===== config.mk =====
export PLATFORM = sky130hd
export DESIGN_NAME = quadra_result_buffer
export DESIGN_NICKNAME = d
export VERILOG_FILES = /design/src/rtl/quadra_result_buffer.sv
export SDC_FILE = /design/constraint.sdc
export NUM_CORES = 1
export LEC_CHECK = 0
export CAP_MARGIN = 10
export CORE_UTILIZATION = 45
export DETAILED_ROUTE_END_ITERATION = 8
export GPL_TIMING_DRIVEN = 0
export PLACE_DENSITY_LB_ADDON = 0.25
export SYNTH_ARGS = -nofsm -noshare
export SYNTH_HDL_FRONTEND = slang
export SYNTH_SLANG_ARGS = --single-unit

===== constraint.sdc =====
create_clock -name clk -period 2.8 [get_ports clk]
set_input_delay 0.56 -clock clk [delete_from_list [all_inputs] [get_ports clk]]
set_output_delay 0.56 -clock clk [all_outputs]
set_load 0.02 [all_outputs]

===== src/rtl/quadra_result_buffer.sv =====
// Result collector at the exit of a fixed-latency, non-stallable pipeline.
// Issue credits are granted only when a buffer slot is guaranteed, so results
// emerging from the free-running pipeline can always be stored.
module quadra_result_buffer #(
  parameter int unsigned WIDTH   = 16,
  parameter int unsigned LATENCY = 4,
  parameter int unsigned DEPTH   = 6,
  localparam int unsigned CW     = $clog2(DEPTH + 1)
) (
  input  logic             clk,
  input  logic             rst_b,
  input  logic             issue_valid_i,
  output logic             issue_ready_o,
  input  logic             pipe_valid_i,
  input  logic [WIDTH-1:0] pipe_data_i,
  output logic             out_valid_o,
  output logic [WIDTH-1:0] out_data_o,
  input  logic             out_ready_i,
  output logic [CW-1:0]    count_o,
  output logic             error_o
);

  localparam int unsigned PW = (DEPTH > 1) ? $clog2(DEPTH) : 1;

  // A zero-latency pipeline would return a result before its issue is counted.
  if (LATENCY == 0) begin : g_bad_latency
    $error("quadra_result_buffer: LATENCY must be at least 1");
  end
  if (DEPTH == 0) begin : g_bad_depth
    $error("quadra_result_buffer: DEPTH must be at least 1");
  end

  logic [WIDTH-1:0] mem [DEPTH];
  logic [PW-1:0]    rd_ptr_q, rd_ptr_d;
  logic [PW-1:0]    wr_ptr_q, wr_ptr_d;
  logic [CW-1:0]    count_q, count_d;
  logic [CW-1:0]    credits_q, credits_d;
  logic [CW-1:0]    inflight_q, inflight_d;
  logic             issue_ready_q, out_valid_q, error_q, error_d;

  logic fire, pop, room, wr, ret;

  // Pointer advance with wrap at DEPTH-1 (DEPTH need not be a power of two).
  function automatic logic [PW-1:0] ptr_inc(input logic [PW-1:0] p);
    return (p == PW'(DEPTH - 1)) ? '0 : p + PW'(1);
  endfunction

  // Handshake decode; all terms come from registered state or plain inputs.
  always_comb begin
    fire = issue_valid_i && issue_ready_q;
    pop  = out_valid_q && out_ready_i;
    ret  = pipe_valid_i && (inflight_q != '0);
    room = (inflight_q != '0) && ((count_q < CW'(DEPTH)) || pop);
    wr   = pipe_valid_i && room;
  end

  // Next-state computation for counters, pointers and the sticky error.
  always_comb begin
    credits_d  = credits_q;
    inflight_d = inflight_q;
    count_d    = count_q;
    rd_ptr_d   = rd_ptr_q;
    wr_ptr_d   = wr_ptr_q;
    error_d    = error_q | (pipe_valid_i && !room);

    unique case ({fire, pop})
      2'b10:   credits_d = credits_q - CW'(1);
      2'b01:   credits_d = credits_q + CW'(1);
      default: credits_d = credits_q;
    endcase

    unique case ({fire, ret})
      2'b10:   inflight_d = inflight_q + CW'(1);
      2'b01:   inflight_d = inflight_q - CW'(1);
      default: inflight_d = inflight_q;
    endcase

    unique case ({wr, pop})
      2'b10:   count_d = count_q + CW'(1);
      2'b01:   count_d = count_q - CW'(1);
      default: count_d = count_q;
    endcase

    if (wr) wr_ptr_d = ptr_inc(wr_ptr_q);
    if (pop) rd_ptr_d = ptr_inc(rd_ptr_q);
  end

  // State registers; flags are registered from the next-state counters.
  always_ff @(posedge clk or negedge rst_b) begin
    if (!rst_b) begin
      credits_q     <= CW'(DEPTH);
      inflight_q    <= '0;
      count_q       <= '0;
      rd_ptr_q      <= '0;
      wr_ptr_q      <= '0;
      error_q       <= 1'b0;
      issue_ready_q <= 1'b1;
      out_valid_q   <= 1'b0;
    end else begin
      credits_q     <= credits_d;
      inflight_q    <= inflight_d;
      count_q       <= count_d;
      rd_ptr_q      <= rd_ptr_d;
      wr_ptr_q      <= wr_ptr_d;
      error_q       <= error_d;
      issue_ready_q <= (credits_d != '0);
      out_valid_q   <= (count_d != '0);
    end
  end

  // Result storage; cleared on reset so the output word reads zero.
  always_ff @(posedge clk or negedge rst_b) begin
    if (!rst_b) begin
      for (int i = 0; i < int'(DEPTH); i++) mem[i] <= '0;
    end else if (wr) begin
      mem[wr_ptr_q] <= pipe_data_i;
    end
  end

  assign issue_ready_o = issue_ready_q;
  assign out_valid_o   = out_valid_q;
  assign out_data_o    = mem[rd_ptr_q];
  assign count_o       = count_q;
  assign error_o       = error_q;

endmodule


[After elaboration in Yosys (flattened, before gate mapping)]
Index checks and enable logic that the tools add are counted.
Cells by class
  $lt $le $gt $ge: 4
  reduce and logical (&&, ||, !) cells: 13
  multiplexer cells: 11
  eq/ne operators: 8
  bitwise operators: 3
  $add $sub $neg: 8
Operator list (count)
  $bwmux W96: 1
  $bmux W16 S3: 1
  $demux W16 S3: 1
  $mux W16: 3
  $pmux W3 S2: 3
  $add A3 B1 Y3 const B: 5
  $reduce_bool A3 Y1: 3
  $sub A3 B1 Y3 const B: 3
  $ge A4 B4 Y1 const B: 2
  $not A3 Y4: 2
  $logic_and A1 B1 Y1: 7
  $eq A2 B1 Y1 const B: 3
  $eq A2 B2 Y1 const B: 3
  $eq A3 B3 Y1 const B: 2
  $mux W3: 2
  $lt A4 B1 Y1 const B: 1
  $lt A3 B3 Y1 const B: 1
  $reduce_bool A2 Y1: 1
  $logic_not A1 Y1: 1
  $logic_or A1 B1 Y1: 1
  $or A1 B1 Y1: 1
Storage, ports and cells
  word-level logic and storage cells: 61
  output and inout bits: 22
  register bits after elaboration: 114
  input port bits: 21

[Longest topological paths before layout]
Gate-level depths: netlist (run 1).
  depth in word-level cells: 7
  gate-level depth with buffers: 9
  gate-level depth less buffers: 9

[Worst setup path before layout (run 1)]
No wires, ideal clock.
  path type: flip-flop to output port
  from: register rd_ptr_q[0]
  to: output out_data_o[10]
  cell stages (with the launch flop): 7
  arrival time: 1808 ps
  path buffers: 4
  required time: 2240 ps
  path slack: 432 ps
  path through: dfrtp_1 -> buf_2 -> buf_2 -> buf_2 -> buf_4 -> mux2i_1 -> o22ai_1
On the way
  cells in the longest elaborated chain, start to end: 4
RTL lines
  start, declared: RTL line 34  | logic [PW-1:0] rd_ptr_q, rd_ptr_d;
  start signal, assigned: RTL line 103  | rd_ptr_q <= rd_ptr_d;
  $not A3 Y4 (not written as such): RTL line 122  | assign out_data_o = mem[rd_ptr_q];
  $bmux W16 S3: RTL line 122
  $mux W16 (not written as such) (2 in series): RTL line 122
  end, declared: RTL line 17  | output logic [WIDTH-1:0] out_data_o,
Every way passes these cells. The select of a mux whose other input is x is not followed.

[Worst setup path after layout (run 1)]
  from: register rd_ptr_q[0]
  to: output out_data_o[7]
Same word-level chain as after synthesis.

==> results of run 1 <==
-- flip-flops by register name (all words and copies together) (netlist names), 3 cells and up --
signal,flops
mem,96
count_o,3
credits_q,3
inflight_q,3
rd_ptr_q,3
wr_ptr_q,3
-- metal layers --
layer / up-vias / global-route usage / part of all wire
met5: - / 0 / 0
li1: 1396 / - / -
met3: 13 / 0.05631 / 0.037
met1: 1587 / 0.2771 / 0.48
met2: 48 / 0.3071 / 0.47
met4: 0 / 0.07714 / 0.013
-- power breakdown --
part           internal, mW  switching [mW]  total (mW)
sequential             2.49           0.434        2.92
clock                  1.37           0.708        2.08
combinational          2.01            1.62        3.63
total                  5.87            2.76        8.63
-- synth_stat cells (all sizes together), types with 2 or more instances --
| cell | number |
|---|---|
| dfrtp | 111 |
| xnor2 | 6 |
| inv | 22 |
| mux2i | 17 |
| dfstp | 3 |
| a21o | 2 |
| clkbuf | 6 |
| o22ai | 16 |
| nand3 | 3 |
| mux4 | 16 |
| mux2 | 98 |
| or3 | 3 |
| nor3 | 2 |
| fa | 3 |
| nor2 | 5 |
| nand2b | 2 |
| buf | 12 |
| nand2 | 6 |
| nor3b | 2 |
| ha | 3 |
| xor2 | 5 |
-- layout by cell type, fill, tap and decap left out, types with 2 or more instances in the layout --
cell,Yosys,routed
mux2_4,10,10
dfstp_2,3,3
o22ai_1,16,16
mux4_2,16,16
mux2i_1,17,17
clkbuf_1,6,4
xnor2_1,6,6
fa_1,3,3
nand3_1,3,3
clkdlybuf4s50_1,0,26
buf_12,1,2
buf_2,6,4
or3_1,3,3
nor2_1,4,4
xor2_1,5,5
clkdlybuf4s15_1,0,2
a21o_1,2,2
buf_4,3,3
clkbuf_4,0,3
dfrtp_1,111,111
inv_1,22,22
dlymetal6s2s_1,0,4
ha_1,3,3
clkbuf_8,0,7
dlygate4sd2_1,0,9
nand2_1,5,5
clkinv_2,0,3
nor3b_4,2,2
mux2_2,88,88
buf_8,0,3
clkbuf_16,0,17
-- final timing paths --
kind / slack, ns / endpoint / start / cells after the start
min in group clk: 0.47 / error_o$_DFF_PN0_ / error_o$_DFF_PN0_ / 1
max reg2reg: 0.47 / out_valid_o$_DFF_PN0_ / inflight_q[0]$_DFFE_PN0P_ / 7
max: 0.1 / out_data_o[7] / rd_ptr_q[0]$_DFFE_PN0P_ / 7
min reg2reg: 0.47 / error_o$_DFF_PN0_ / error_o$_DFF_PN0_ / 1
max in group asynchronous: 1.89 / mem[67]$_DFFE_PN0P_ / rst_b / 2
min: 0.16 / mem[89]$_DFFE_PN0P_ / rst_b / 1
-- area by class of cell --
class,count,area share
plain buffers,17,0.02502
clock buffers,27,0.08199
clock inverters,4,0.006928
inverters,22,0.01270
multi-input cells,197,0.3381
flip-flops and latches,114,0.4394
well taps,143,0.02752
repair buffers,43,0.06832
-- cell families (layout without fill, tap and decap cells) --
kind of cell    Yosys count  after routing  share of synthesized area
mux                     131            131                     0.3187
flops                   114            114                     0.5446
buf+inv                  40            113                    0.03674
simple gates             26             26                    0.03173
compound gates           23             23                    0.03125
xor+xnor                 11             11                    0.01837
fa+ha+maj                 6              6                    0.01861
-- metrics by stage --
stage / setup TNS (ns) / std cells / instance area, µm² / worst slack, ns / hold slack (ns)
6_report: 0 / 567 / 6501 / 0.09584 / 0.1641
5_1_grt: 0 / 567 / 6501 / 0.003666 / 0.2053
4_1_cts: 0 / 568 / 6475 / 0.0007303 / 0.1877
3_5_place_dp: -8.168 / 537 / 5869 / -0.4767 / 0.4622
3_3_place_gp: -355.56 / 536 / 5844 / -3.095 / 0.4664
2_1_floorplan: 0 / 351 / 5245 / 0.4319 / 0.2644
-- what timing repair did --
action / in CTS / in global routing
resized for setup: 27 / 13
pin swaps: 0 / 0
setup endpoints to repair: 16 / 13
==> metrics, run 1 <==
max-cap viol count 0; most used cell, CP buf_8; #FFs+latches synth 114; CP Buf/Inv Count 5; area of the core 11370 µm²; TritonCTS Buffers 17; grt total ovfl 0; fin. max-slew vios 0; diodes inserted 0; 1st-iter DRT viols 118; root buffer cell clkbuf_16; share of the synthesized area in the top cell type 0.5296; synthesis-to-finish area growth 23.95%; power density over the cells 1328 nW/µm²; Slew @ Worst Pin 0.6308 ns; first-pass GRT wire length 17520 µm; DRT antenna net count 0; Total Wirelength 10600 µm; worst-path maximum fanout 10; Fmax 0.3698 GHz; # nets final 439; # port buffers 42; largest net degree at the start of global routing 68; number of global-route vias before repair 3275; post-CTS setup repair buffer count 0; final clock skew 0.009295 ns; Max VDD drop 0.5806 mV; critical path data required time 2.24 ns; Layout fillers 908; Final setup viols 0; Netlist Area Pre-Place 5245 µm²; hpwl dp 6631 µm; post-synthesis sequential area ratio 0.5446; worst skew pair latency 0.41 ns; startpoint type of the worst setup path flop; Tcrit/Tclk final 0.9658; final hold violation count 0; CTS clk-pin slew, worst paths 0.05 ns; Mapped Nets 378; via count 3044; max incr delay on CP 0.35 ns; RSZ-0062 raised after global routing false; Synth Area per Inst 14.94 µm²; DR vias/cell 5.369; worst-path cell chain buf_8 > buf_12 > buf_8 > buf_8 > mux2i_1 > o22ai_1 > dlygate4sd2_1; placer's final routability congestion estimate 0.6899; register area 2856 µm²; DRC violations left 0; Die Footprint 12090 µm²; Synth area leaders dfrtp_1 (53%), mux2_2 (19%), mux4_2 (6.9%), mux2i_1 (3.2%), mux2_4 (2.9%); # rows 39; Synth Instances 351; crit path kind flop to output port; CTS tree done; Async S/R FF share, synth 1.000; die height 110.0 µm; Yosys top cell by area dfrtp_1; share of layout cells above drive strength 1 0.4033; Final Util 0.5718; die width 110.0 µm; run status finished clean; footprint of the multi-input gates 2198 µm²; routed wire length per instance 18.69 µm; Setup crit end kind output port; CTS Buffer Depth 2; antenna violations before repair 0; effective utilization at floorplan 0.4613; Slew HR 0.5794; fin crit period 2.704 ns; main flop type after synthesis dfrtp_1; critical path arrival 2.14 ns; total power 8.631 mW; Cell variety after synth 37; Ys Warns 0; number of H-tree levels 4; clock sink count 114; number of flops mapped to enable cells by yosys 0; drt first pass iters 4; leakage power 2.948 nW; crit-path leading delay family buffers and inverters; hold buffers post-CTS 0; Global Route Usage Sum 0.2027; slowest CP cell dfrtp_1; Hold WC Path Type primary input to asynchronous set/reset pin; I/O pins 43
Power figures use the tool's default switching activity.
==> run 2, diff against run 1 <==
CORE_MARGIN = 3   (was not set)
==> run 2 against run 1 <==
  * Via count grew 0.30%
  * Non-clock buffer count is 1 higher
  * Register-to-register slack barely moved
  * Clock power shrank 2%
  * Design area fell by 0.44%
  * Worst setup slack better by 0.0064 ns
  * Global-route usage fell by 1.3 points
  * Critical path depth down 1
  * Highest routed layer unchanged
==> metrics, run 2 (same netlist as run 1, synthesis figures left out) <==
CTS clk-pin slew, worst paths 0.05 ns (about the same); r2r worst-path depth 7 (unchanged); combinational power share 0.424 (was 0.421); Setup crit end kind output port (unchanged); fin crit period 2.698 ns (was 2.704 ns); DRC violations left 0 (unchanged); Total Wirelength 10840 µm (was 10600 µm); final clock skew 0.007396 ns (was 0.009295 ns); DRT antenna net count 0 (unchanged); CTS tree done (unchanged); Sum Neg Setup Slack 0 ns (unchanged); 1st-iter DRT viols 100 (was 118); share of layout cells above drive strength 1 0.4014 (was 0.4033); commonest cells after routing, fill and taps aside dfrtp_1 (111), mux2_2 (88), clkdlybuf4s50_1 (26), inv_1 (22) (unchanged); met3 usage 0.05889 (was 0.05631); die width 114.0 µm (was 110.0 µm); run status finished clean (unchanged); antenna violations before repair 0 (unchanged); Final Util 0.5818 (was 0.5718); I/O pins 43 (unchanged); Layout fillers 931 (was 908); routed wire length per instance 19.16 µm (was 18.69 µm); Hold Slack 0.2810 ns (was 0.1641 ns); via count 3053 (was 3044); drt first pass iters 4 (unchanged); fin. max-slew vios 0 (unchanged); Slew @ Worst Pin 0.8637 ns (was 0.6308 ns); fin worst setup slack 0.1022 ns (was 0.09584 ns); worst r2r src inflight_q[0]$_DFFE_PN0P_ (unchanged); number of H-tree levels 4 (unchanged); startpoint type of the worst setup path flop (unchanged); post-CTS setup repair buffer count 0 (unchanged); routing usage on met1 0.2566 (was 0.2771); crit path kind flop to output port (unchanged); reg2reg end out_valid_o$_DFF_PN0_ (unchanged); Tcrit/Tclk final 0.9635 (was 0.9658); # nets final 440 (was 439); Hold WC Path Type primary input to asynchronous set/reset pin (unchanged); Die Footprint 12990 µm² (was 12090 µm²); Fmax 0.3707 GHz (was 0.3698 GHz); die height 114.0 µm (was 110.0 µm); Sequential Power Share 0.340 (was 0.338); final hold violation count 0 (unchanged); most common cell after layout, fill and taps aside dfrtp_1 (unchanged); synthesis-to-finish area growth 23.40% (was 23.95%); diodes inserted 0 (unchanged); Max VDD drop 0.5411 mV (was 0.5806 mV); Sw Share 0.3235 (was 0.3194); # rows 38 (was 39); power density over the cells 1326 nW/µm² (was 1328 nW/µm²); placed cell count 534 (was 537); GR Util met2 0.2923 (was 0.3071); Slew HR 0.4242 (was 0.5794); largest net degree at the start of global routing 67 (was 68); total power 8.582 mW (was 8.631 mW); effective utilization at floorplan 0.4714 (was 0.4613); Sw Pwr 2.776 mW (was 2.757 mW); Final setup viols 0 (unchanged); leakage power 2.924 nW (was 2.948 nW); hpwl dp 6845 µm (was 6631 µm); clock sink count 114 (unchanged); hold buffers post-CTS 0 (unchanged); Top Usage Layer GRT met2 (unchanged); placed cell area 5866 µm² (was 5869 µm²); RSZ-0062 raised after global routing false (unchanged); number of global-route vias before repair 3470 (was 3275); area of the core 11130 µm² (was 11370 µm²); flop2flop setup slack 0.46 ns (was 0.47 ns); CTS Buffer Depth 2 (unchanged); internal power 5.805 mW (was 5.874 mW); number of standard cells in the final layout excluding fillers 566 (was 567); critical path arrival 2.14 ns (about the same); max-cap viol count 0 (unchanged); # port buffers 42 (unchanged); first-pass GRT wire length 18460 µm (was 17520 µm); Clock power frac 0.236 (was 0.241); root buffer cell clkbuf_16 (unchanged); pre-CTS WS -0.5124 ns (was -0.4767 ns); worst-path maximum fanout 10 (unchanged); TritonCTS Buffers 17 (unchanged); final instance area 6472 µm² (was 6501 µm²); Top reg by flops mem (unchanged); worst skew pair latency 0.40 ns (was 0.41 ns); placer's final routability congestion estimate 0.7143 (was 0.6899); critical path data required time 2.24 ns (about the same); Global Route Usage Sum 0.1892 (was 0.2027); grt total ovfl 0 (unchanged); DR vias/cell 5.394 (was 5.369); max FFs per register 96 (unchanged)
## run 2: changes by cell type in the layout (fill, tap and decap cells not counted)
cell,before,now
buf_1,0,1
dlygate4sd2_1,9,11
nand2b_1,1,2
clkdlybuf4s15_1,2,1
nand2b_2,1,0
clkbuf_8,7,5
clkbuf_2,1,3
dlymetal6s2s_1,4,2
buf_2,4,3
clkbuf_1,4,5
clkinv_2,3,5
## run 2: repair_timing
| item | in CTS | in global routing |
|---|---|---|
| resized for setup | 30 | 9 |
| endpoints found under the setup margin | 16 | 12 |
| pin swaps | 0 | 0 |
## run 2: per-layer routing
metal  wire [µm]  up-vias
met5           0        -
met3         363       11
met4         127        0
li1            -     1398
met2        5285       43
met1        5067     1601
## run 2: how the worst max path moves through the flow
stage	cells past startpoint	slack, ns	start	endpoint
after floorplan	6	0.43	rd_ptr_q[0]$_DFFE_PN0P_	out_data_o[10]
after detailed placement	7	-0.51	rd_ptr_q[0]$_DFFE_PN0P_	out_data_o[7]
final	6	0.10	rd_ptr_q[0]$_DFFE_PN0P_	out_data_o[0]
after global routing	7	0.003	rd_ptr_q[0]$_DFFE_PN0P_	out_data_o[14]
after CTS	7	0.01	rd_ptr_q[0]$_DFFE_PN0P_	out_data_o[7]
after global placement	1	-3.12	rst_b	mem[81]$_DFFE_PN0P_
## run 2: worst max-delay path, stage by stage, from the launching register on
cell,delay (ns)
dfrtp_1,0.38
buf_8,0.16
buf_12,0.16
buf_8,0.16
mux2i_1,0.12
o22ai_1,0.12
clkdlybuf4s50_1,0.63
## run 2: layout make-up
type	instances	area (µm²)	area share
buffer	18	166.4	0.02571
clock buffer	26	509.2	0.07868
clock inverter	6	55.05	0.008506
inverter	22	82.58	0.01276
multi-input combinational	197	2196	0.3393
sequential	114	2856	0.4413
tap	140	175.2	0.02706
timing repair buffer	43	431.7	0.06669
## run 2: power by group through the flow
stage               Combinational [mW]  Clock, mW  Sequential [mW]
global placement                  3.63          0             2.89
detailed placement                3.73          0             2.93
CTS                               3.68       2.07             2.92
floorplan                         2.63          0             2.84
finish                            3.63       2.03             2.92
global route                      3.98       2.16             3.03
==> run 3, diff against run 2 <==
CAP_MARGIN = 20   (was 10)
clock period = 2.6 ns   (was 2.8 ns; I/O delays follow)
==> run 3 against run 2 <==
  * Sequential cell count is the same
  * Die area is the same
  * Routed wire length grew 1.1%
  * Critical path depth grew 1
  * Sequential share of layout area shrank 0.19 points
  * Non-clock buffer count grew 3
  * Clock power grew 7%
  * Largest cell class unchanged
  * Largest power group unchanged
==> metrics, run 3 (same netlist as run 1, synthesis figures left out) <==
diodes inserted 0 (unchanged); # port buffers 42 (unchanged); Tcrit/Tclk final 0.9752; worst-path maximum fanout 10 (unchanged); flop2flop setup slack 0.26 ns (was 0.46 ns); max incr delay on CP 0.39 ns (was 0.63 ns); number of global-route vias before repair 3481 (was 3470); effective utilization at floorplan 0.4714 (unchanged); Max VDD drop 0.5815 mV (was 0.5411 mV); crit path kind flop to output port (unchanged); CTS tree done (unchanged); leakage power 2.919 nW (was 2.924 nW); startpoint type of the worst setup path flop (unchanged); antenna violations before repair 0 (unchanged); share of layout cells above drive strength 1 0.4312 (was 0.4014); via count 3081 (was 3053); die width 114.0 µm (unchanged); root buffer cell clkbuf_16 (unchanged); critical path data required time 2.08 ns (was 2.24 ns); area of the core 11130 µm² (unchanged); DRT antenna net count 0 (unchanged); critical path arrival 2.02 ns (was 2.14 ns); run status finished clean (unchanged); first-pass GRT wire length 18510 µm (was 18460 µm); most used cell, CP buf_12 (was buf_8); Top reg by flops mem (unchanged); # nets final 443 (was 440); Final setup viols 0 (unchanged); Die Footprint 12990 µm² (unchanged); die height 114.0 µm (unchanged); number of H-tree levels 4 (unchanged); hpwl dp 6845 µm (unchanged); r2r worst-path depth 7 (unchanged); total power 9.319 mW (was 8.582 mW); fin worst setup slack 0.06435 ns (was 0.1022 ns); worst skew pair latency 0.40 ns (about the same); footprint of the multi-input gates 2203 µm² (was 2196 µm²); slowest CP cell dfrtp_1 (was clkdlybuf4s50_1); final clock skew 0.007619 ns (was 0.007396 ns); Final Util 0.5842 (was 0.5818); pre-CTS WS -0.6724 ns (was -0.5124 ns); most common cell after layout, fill and taps aside dfrtp_1 (unchanged); Global Route Usage Sum 0.1898 (was 0.1892); worst-path cell chain buf_12 > buf_12 > buf_12 > buf_12 > mux2i_1 > o22ai_1 > clkdlybuf4s15_2 (was buf_8 > buf_12 > buf_8 > mux2i_1 > o22ai_1 > clkdlybuf4s50_1); max FFs per register 96 (unchanged); max-cap viol count 0 (unchanged); fin. max-slew vios 0 (unchanged); routed wire length per instance 19.26 µm (was 19.16 µm); synthesis-to-finish area growth 23.93% (was 23.40%); routing usage on met1 0.2555 (was 0.2566); register area 2856 µm² (unchanged); grt total ovfl 0 (unchanged); Total Wirelength 10960 µm (was 10840 µm); I/O pins 43 (unchanged); DR vias/cell 5.415 (was 5.394); Setup crit end kind output port (unchanged); GR Util met2 0.2947 (was 0.2923); CP Buf/Inv Count 5 (was 4); largest net degree at the start of global routing 67 (unchanged); DRC violations left 0 (unchanged); drt first pass iters 4 (unchanged); TritonCTS Buffers 17 (unchanged); Hold Slack 0.2499 ns (was 0.2810 ns); # rows 38 (unchanged); Sum Neg Setup Slack 0 ns (unchanged); placer's final routability congestion estimate 0.7143 (unchanged); CTS clk-pin slew, worst paths 0.05 ns (about the same); CTS Buffer Depth 2 (unchanged); 1st-iter DRT viols 116 (was 100); worst r2r src inflight_q[0]$_DFFE_PN0P_ (unchanged); final hold violation count 0 (unchanged); commonest cells after routing, fill and taps aside dfrtp_1 (111), mux2_2 (88), clkdlybuf4s50_1 (25), inv_1 (22), clkbuf_16 (17) (was dfrtp_1 (111), mux2_2 (88), clkdlybuf4s50_1 (26), inv_1 (22)); Fmax 0.3944 GHz; Slew @ Worst Pin 0.8730 ns (was 0.8637 ns); RSZ-0062 raised after global routing true (was false); Slew HR 0.4180 (was 0.4242); fin crit period 2.536 ns; met3 usage 0.05995 (was 0.05889); Hold WC Path Type primary input to asynchronous set/reset pin (unchanged); Top Usage Layer GRT met2 (unchanged); clock sink count 114 (unchanged); reg2reg end out_valid_o$_DFF_PN0_ (unchanged); crit-path leading delay family buffers and inverters (unchanged); Layout fillers 924 (was 931); power density over the cells 1434 nW/µm² (was 1326 nW/µm²); hold buffers post-CTS 0 (unchanged)
run 3: power by group:
group	internal, mW	total (mW)	switching (mW)
sequential	2.68	3.15	0.477
combinational	2.19	3.98	1.79
clock	1.43	2.18	0.754
run 3: worst max path at each step:
| stage | depth (start not counted) | endpoint | startpoint | slack [ns] |
|---|---|---|---|---|
| floorplan | 6 | out_data_o[10] | rd_ptr_q[0]$_DFFE_PN0P_ | 0.27 |
| global placement | 1 | mem[81]$_DFFE_PN0P_ | rst_b | -3.28 |
| detailed placement | 7 | out_data_o[7] | rd_ptr_q[0]$_DFFE_PN0P_ | -0.67 |
| CTS | 6 | out_data_o[12] | rd_ptr_q[0]$_DFFE_PN0P_ | 0.004 |
| global route | 7 | out_data_o[10] | rd_ptr_q[0]$_DFFE_PN0P_ | -0.01 |
| finish | 7 | out_data_o[8] | rd_ptr_q[0]$_DFFE_PN0P_ | 0.06 |
run 3: metal layers:
metal,up-vias,wire length (µm)
li1,1406,-
met1,1617,5034
met2,50,5396
met3,8,405
met4,0,125
met5,-,0
run 3: final cells by class:
type,count,share of cell area
sequential,114,0.4395
clock inverter,6,0.008470
clock buffer,26,0.07834
inverter,22,0.01270
timing repair buffer,47,0.06776
buffer,17,0.02733
multi-input combinational,197,0.3390
tap,140,0.02695
run 3: through the flow:
step           cells  cell area (µm²)
2_1_floorplan    351             5245
3_3_place_gp     533             5841
3_5_place_dp     534             5866
4_1_cts          566             6492
5_1_grt          569             6500
6_report         569             6500
run 3: repair_timing:
item                       4_1_cts  5_1_grt
hold endpoints to repair         0        0
setup endpoints to repair       16       10
gates resized for setup         51       15
gates cloned                     0        0
buffers inserted                 0        4
